$ cat config.mk
export PLATFORM = sky130hd
export DESIGN_NAME = fifo_drain_scheduler_flat
export DESIGN_NICKNAME = d
export VERILOG_FILES = /design/src/rtl/fifo_drain_scheduler_pkg.sv /design/src/rtl/fifo_drain_scheduler_if.sv /design/src/rtl/rr_arbiter.sv /design/src/rtl/fifo_drain_scheduler.sv /design/src/flat_wrapper.sv
export SDC_FILE = /design/constraint.sdc
export NUM_CORES = 1
export LEC_CHECK = 0
export CAP_MARGIN = 10
export CORE_UTILIZATION = 30
export DETAILED_ROUTE_END_ITERATION = 16
export PLACE_DENSITY = 0.7
export SYNTH_ARGS = -nofsm -noshare
export SYNTH_HDL_FRONTEND = slang
export SYNTH_SLANG_ARGS = --single-unit
$ cat constraint.sdc
create_clock -name clk -period 3.25 [get_ports clk]
set_clock_uncertainty 0.15 [all_clocks]
set_input_delay 0.65 -clock clk [delete_from_list [all_inputs] [get_ports clk]]
set_output_delay 0.65 -clock clk [all_outputs]
set_load 0.05 [all_outputs]
$ cat src/rtl/fifo_drain_scheduler_pkg.sv
// Shared types and default sizing for the FIFO drain scheduler.
package fifo_sched_pkg;

    typedef enum logic {
        IDLE,
        SERVE
    } sched_state_t;

    localparam int N_CH_DEF      = 4;
    localparam int MAX_BURST_DEF = 4;
    localparam int DATA_W_DEF    = 8;

endpackage

$ cat src/rtl/fifo_drain_scheduler_if.sv
// Output stream of the drain scheduler: tagged word plus valid/ready handshake.
interface fifo_drain_scheduler_if
    import fifo_sched_pkg::*;
#(
    parameter int DATA_W = DATA_W_DEF,
    parameter int CH_W   = $clog2(N_CH_DEF)
);
    logic [DATA_W-1:0] out_data;
    logic [CH_W-1:0]   out_ch;
    logic              out_valid;
    logic              out_ready;

    modport master (
        output out_data,
        output out_ch,
        output out_valid,
        input  out_ready
    );

    modport slave (
        input  out_data,
        input  out_ch,
        input  out_valid,
        output out_ready
    );
endinterface

$ cat src/rtl/rr_arbiter.sv
// Combinational rotating-priority picker: first set req bit strictly after 'last', wrapping.
module rr_arbiter #(
    parameter  int N  = 4,
    localparam int IW = (N > 1) ? $clog2(N) : 1
) (
    input  logic [N-1:0]  req,
    input  logic [IW-1:0] last,
    output logic [IW-1:0] gnt_idx,
    output logic          gnt_valid
);

    // Offset N wraps back onto 'last' itself, so a lone requester is re-granted.
    always_comb begin
        int cand;
        gnt_idx   = '0;
        gnt_valid = 1'b0;
        cand      = 0;
        for (int k = 1; k <= N; k++) begin
            cand = int'(last) + k;
            if (cand >= N) begin
                cand = cand - N;
            end
            if (!gnt_valid && req[cand[IW-1:0]]) begin
                gnt_idx   = cand[IW-1:0];
                gnt_valid = 1'b1;
            end
        end
    end

endmodule

$ cat src/rtl/fifo_drain_scheduler.sv
// Drains N_CH FWFT FIFOs round-robin, MAX_BURST words per grant, into one registered tagged stream.
module fifo_drain_scheduler
    import fifo_sched_pkg::*;
#(
    parameter  int N_CH      = N_CH_DEF,
    parameter  int DATA_W    = DATA_W_DEF,
    parameter  int MAX_BURST = MAX_BURST_DEF,
    localparam int CH_W      = $clog2(N_CH)
) (
    input  logic                   clk,
    input  logic                   reset,
    input  logic [N_CH-1:0]        ch_empty,
    input  logic [N_CH*DATA_W-1:0] ch_dout,
    output logic [N_CH-1:0]        ch_rd_en,
    fifo_drain_scheduler_if.master out_if,
    output logic                   busy
);

    localparam int              BC_W     = $clog2(MAX_BURST + 1);
    localparam logic [CH_W-1:0] LAST_RST = CH_W'(N_CH - 1);
    localparam logic [BC_W-1:0] BC_LAST  = BC_W'(MAX_BURST - 1);

    sched_state_t      state;
    logic [CH_W-1:0]   grant;
    logic [CH_W-1:0]   last_grant;
    logic [BC_W-1:0]   burst_cnt;
    logic [DATA_W-1:0] out_data_q;
    logic [CH_W-1:0]   out_ch_q;
    logic              out_valid_q;

    logic [DATA_W-1:0] ch_word [N_CH];
    logic [CH_W-1:0]   arb_idx;
    logic              arb_valid;
    logic              can_load;
    logic              pop;

    for (genvar i = 0; i < N_CH; i++) begin : g_unpack
        assign ch_word[i] = ch_dout[i*DATA_W +: DATA_W];
    end

    rr_arbiter #(
        .N(N_CH)
    ) u_arb (
        .req       (~ch_empty),
        .last      (last_grant),
        .gnt_idx   (arb_idx),
        .gnt_valid (arb_valid)
    );

    assign can_load = !out_valid_q || out_if.out_ready;
    assign pop      = (state == SERVE) && can_load && !ch_empty[grant];

    always_comb begin
        ch_rd_en        = '0;
        ch_rd_en[grant] = pop;
    end

    // One block owns the FSM, burst counter and output register; a pop and an output load are the same event.
    always_ff @(posedge clk or posedge reset) begin
        if (reset) begin
            state       <= IDLE;
            grant       <= '0;
            last_grant  <= LAST_RST;
            burst_cnt   <= '0;
            out_data_q  <= '0;
            out_ch_q    <= '0;
            out_valid_q <= 1'b0;
        end else begin
            if (pop) begin
                out_data_q  <= ch_word[grant];
                out_ch_q    <= grant;
                out_valid_q <= 1'b1;
            end else if (out_valid_q && out_if.out_ready) begin
                out_valid_q <= 1'b0;
            end

            case (state)
                IDLE: begin
                    if (arb_valid) begin
                        grant     <= arb_idx;
                        burst_cnt <= '0;
                        state     <= SERVE;
                    end
                end
                SERVE: begin
                    if (can_load) begin
                        if (ch_empty[grant]) begin
                            state      <= IDLE;
                            last_grant <= grant;
                        end else begin
                            burst_cnt <= burst_cnt + 1'b1;
                            if (burst_cnt == BC_LAST) begin
                                state      <= IDLE;
                                last_grant <= grant;
                            end
                        end
                    end
                end
                default: state <= IDLE;
            endcase
        end
    end

    assign out_if.out_data  = out_data_q;
    assign out_if.out_ch    = out_ch_q;
    assign out_if.out_valid = out_valid_q;
    assign busy             = (state == SERVE);

    a_pop_safe: assert property (@(posedge clk) disable iff (reset)
        ((ch_rd_en & ch_empty) == '0) && $onehot0(ch_rd_en));

endmodule
$ cat src/flat_wrapper.sv
// flat-port wrapper written by rule: the top's interface ports become plain ports
module fifo_drain_scheduler_flat import fifo_sched_pkg::*;
#(
    parameter  int N_CH      = N_CH_DEF,
    parameter  int DATA_W    = DATA_W_DEF,
    parameter  int MAX_BURST = MAX_BURST_DEF,
    localparam int CH_W      = $clog2(N_CH)
)
  (clk, reset, ch_empty, ch_dout, ch_rd_en, busy, out_if_out_data, out_if_out_ch, out_if_out_valid, out_if_out_ready);
  fifo_drain_scheduler_if #(.DATA_W(DATA_W)) out_if_i ();
  input  logic clk;
  input  logic reset;
  input  logic [N_CH-1:0] ch_empty;
  input  logic [N_CH*DATA_W-1:0] ch_dout;
  output logic [N_CH-1:0] ch_rd_en;
  output logic busy;
  output wire logic [$bits(out_if_i.out_data)-1:0] out_if_out_data;
  output wire logic [$bits(out_if_i.out_ch)-1:0] out_if_out_ch;
  output wire logic [$bits(out_if_i.out_valid)-1:0] out_if_out_valid;
  input wire logic [$bits(out_if_i.out_ready)-1:0] out_if_out_ready;
  assign out_if_out_data = out_if_i.out_data;
  assign out_if_out_ch = out_if_i.out_ch;
  assign out_if_out_valid = out_if_i.out_valid;
  assign out_if_i.out_ready = out_if_out_ready;
  fifo_drain_scheduler #(.N_CH(N_CH), .DATA_W(DATA_W), .MAX_BURST(MAX_BURST)) u_core (.clk(clk), .reset(reset), .ch_empty(ch_empty), .ch_dout(ch_dout), .ch_rd_en(ch_rd_en), .out_if(out_if_i), .busy(busy));
endmodule
==> results.txt <==
Clock insertion delay at the later pin of the skew report - 250 ps
CTS Hold Bufs - 0
Worst reg2reg setup slack - 1050 ps
Arrival time of data at the critical path endpoint - 2370 ps
Critical-path top delay cell - sky130_fd_sc_hd__mux4_2
Synth top area share - 0.370
Worst slew margin - 0.541
Cells along the critical path - clkdlybuf4s50_1 -> mux4_2 -> nor3b_4 -> nand2_1 -> nor2_1 -> buf_12
Via density - 4.89
Detailed placement HPWL - 2320 µm
Die footprint - 0.00408 mm²
Largest net degree at the start of global routing - 20
Post-CTS setup buffer count - 0
Hold crit path type - reg -> reg
Most frequent cell after synthesis - sky130_fd_sc_hd__dfrtp_1
Routed wire per std cell - 14.3 µm
Predominant post-synthesis flop cell - sky130_fd_sc_hd__dfrtp_1
Post-synth design cell area - 0.00115 mm²
Setup Viol. Count Final - 0
Top area cells in the synthesized netlist - sky130_fd_sc_hd__dfrtp_1 (37%), sky130_fd_sc_hd__mux4_1 (11%), sky130_fd_sc_hd__mux2_2 (11%)
Highest cell delay on the worst timing path - 530 ps
Effective utilization at floorplan - 0.314
DRT antenna net count - 0
TritonCTS clock tree - built
Drt total wl - 2860 µm
Ports - 55
# resized after CTS - 0
Clock net sink count - 19
# nets final - 194
Post-route minimum period - 3170 ps
Count of input and output buffers - 54
Leakage power total - 0.766 nW
Setup Crit Path Kind - in -> out
Pre-antenna DRT Iters - 5
Number of standard cells after synthesis - 90
H-tree Lvls - 1
PwrDens - 922 mW/mm²
Slew @ Worst Pin - 688 ps
Post-synth ARST share - 1.00
Number of cell rows - 22
RSZ-0062 raised after global routing - no
Overall Global Routing Usage - 0.153
Yosys Warn Count - 0
TritonCTS buffer count - 3
IR drop worst, VDD - 0.491 mV
Layout cell share with drive strength beyond 1 - 0.237
Maximum operating frequency - 315 MHz
Crit path buf inv count - 2
Top cells by instance count after synthesis - sky130_fd_sc_hd__dfrtp_1 (17), sky130_fd_sc_hd__mux2_2 (11), sky130_fd_sc_hd__inv_1 (6)
Synth Area per Inst - 12.8 µm²
# fillers - 313
Core box area - 0.00366 mm²
Antenna violations before repair - 0
Maximum fanout count along the critical path - 5
Data required time at the worst endpoint - 2450 ps
Number of pins exceeding their max-slew limit in the final report - 0
Vias - 977
Max-cap check violation count - 0
Area added between synthesis and finish - 63.3%
Clock tree root buffer cell - sky130_fd_sc_hd__clkbuf_8
Post-Synthesis Net Count - 131
Clock Tree Buf Depth - 2
Total negative slack - 0 ps
Routability Congestion - 0.769
Height of the die - 63.9 µm
Clock transition at path regs - 70 ps
Wire length of the first global-routing pass - 4770 µm
Kind of cell adding the most delay to the critical path - simple AND/OR/NAND/NOR gates
Nature of the critical path endpoint - output port
Number of global-route vias before repair - 997
Number of flops mapped to enable cells by yosys - 0
Proportion of synthesized chip area in sequential cells - 0.416
Distinct cells, synth - 33
Overall power consumption - 1.73 mW
DRC - 0
Antenna Diode Count - 0
Number of hold violations in the final report - 0
GRT overflow - 0
Fraction of the cycle the final worst path needs - 0.976
Startpoint type of the worst setup path - primary input
Result of the run - completed
Drt initial violations - 11
Horiz. Die Dim - 63.9 µm
Post-synthesis sequential element count - 19
Most area-hungry cell type in the Yosys netlist - sky130_fd_sc_hd__dfrtp_1
-- worst paths after layout --
path                                                       start  cells past startpoint                                     to
max in group asynchronous                                  reset                      2        u_core.burst_cnt[0]$_DFFE_PP0P_
max                                                  ch_empty[2]                      6                            ch_rd_en[2]
min reg2reg                u_core.out_if.out_data[0]$_DFFE_PP0P_                      1  u_core.out_if.out_data[0]$_DFFE_PP0P_
min                        u_core.out_if.out_data[0]$_DFFE_PP0P_                      1  u_core.out_if.out_data[0]$_DFFE_PP0P_
min in group asynchronous                                  reset                      2    u_core.out_if.out_ch[0]$_DFFE_PP0P_
max reg2reg                          u_core.grant[0]$_DFFE_PP0P_                      5  u_core.out_if.out_data[1]$_DFFE_PP0P_
-- placed cells by master, fill, tap and decap left out, types with 2 or more instances in the layout --
cell                              synthesis  layout
sky130_fd_sc_hd__clkdlybuf4s50_1          0      50
sky130_fd_sc_hd__dfrtp_1                 17      17
sky130_fd_sc_hd__mux2_2                  11      11
sky130_fd_sc_hd__buf_4                    0       9
sky130_fd_sc_hd__inv_1                    6       6
sky130_fd_sc_hd__nor2_1                   5       5
sky130_fd_sc_hd__mux4_1                   5       5
sky130_fd_sc_hd__mux4_2                   4       4
sky130_fd_sc_hd__nand2_1                  4       4
sky130_fd_sc_hd__o21ai_0                  4       4
sky130_fd_sc_hd__buf_12                   0       4
sky130_fd_sc_hd__a31oi_1                  3       3
sky130_fd_sc_hd__clkbuf_8                 0       3
sky130_fd_sc_hd__nor3b_1                  2       2
sky130_fd_sc_hd__o22ai_1                  2       2
sky130_fd_sc_hd__ha_1                     2       2
sky130_fd_sc_hd__dfstp_2                  2       2
-- final cells by class --
class	count	area, µm²	share of cell area
Sequential cell	19	478	0.255
Multi-Input combinational cell	60	621	0.331
Timing Repair Buffer	63	648	0.346
Clock inverter	1	5.00	0.00267
Inverter	6	22.5	0.0120
Clock buffer	3	41.3	0.0220
Tap cell	48	60.1	0.0320
-- through the flow --
step           area [µm²]  setup slack, ps  utilization  cells  hold slack [ps]
2_1_floorplan        1150             46.5            -     90              352
3_3_place_gp         1820              108        0.498    195              339
3_5_place_dp         1820             65.2        0.498    195              350
4_1_cts              1870             57.7        0.510    199              367
5_1_grt              1880             10.3        0.512    200              389
6_report             1880             77.1        0.512    200              360
-- kinds of logic (layout without fill, tap and decap cells) --
logic type	Yosys count	count (layout)	share of synthesized area
fa+ha+maj	2	2	0.0218
simple gates	19	19	0.101
flops	19	19	0.416
compound gates	17	17	0.0948
mux	21	21	0.309
xor+xnor	1	1	0.00763
buf+inv	11	73	0.0490
-- report_power, final --
| group | internal [mW] | leakage (nW) | switching [mW] |
|---|---|---|---|
| combinational | 0.521 | 0.519 | 0.598 |
| sequential | 0.364 | 0.222 | 0.0865 |
| clock | 0.0851 | 0.0255 | 0.0756 |
| total | 0.969 | 0.766 | 0.760 |
-- routing by layer --
| layer | global-route usage | vias up | routed length (µm) |
|---|---|---|---|
| met1 | 0.183 | 481 | 1230 |
| li1 | - | 474 | - |
| met5 | 0 | - | 0 |
| met3 | 0.0375 | 2 | 94 |
| met4 | 0.0483 | 0 | 19 |
| met2 | 0.267 | 20 | 1520 |
-- registers in the layout, indices dropped and copies added (netlist names) --
name,cells
u_core.out_if.out_data,8
u_core.burst_cnt,3
u_core.grant,2
u_core.last_grant,2
u_core.out_if.out_ch,2
u_core.busy,1
u_core.out_if.out_valid,1
(Power assumes the default switching activity.)
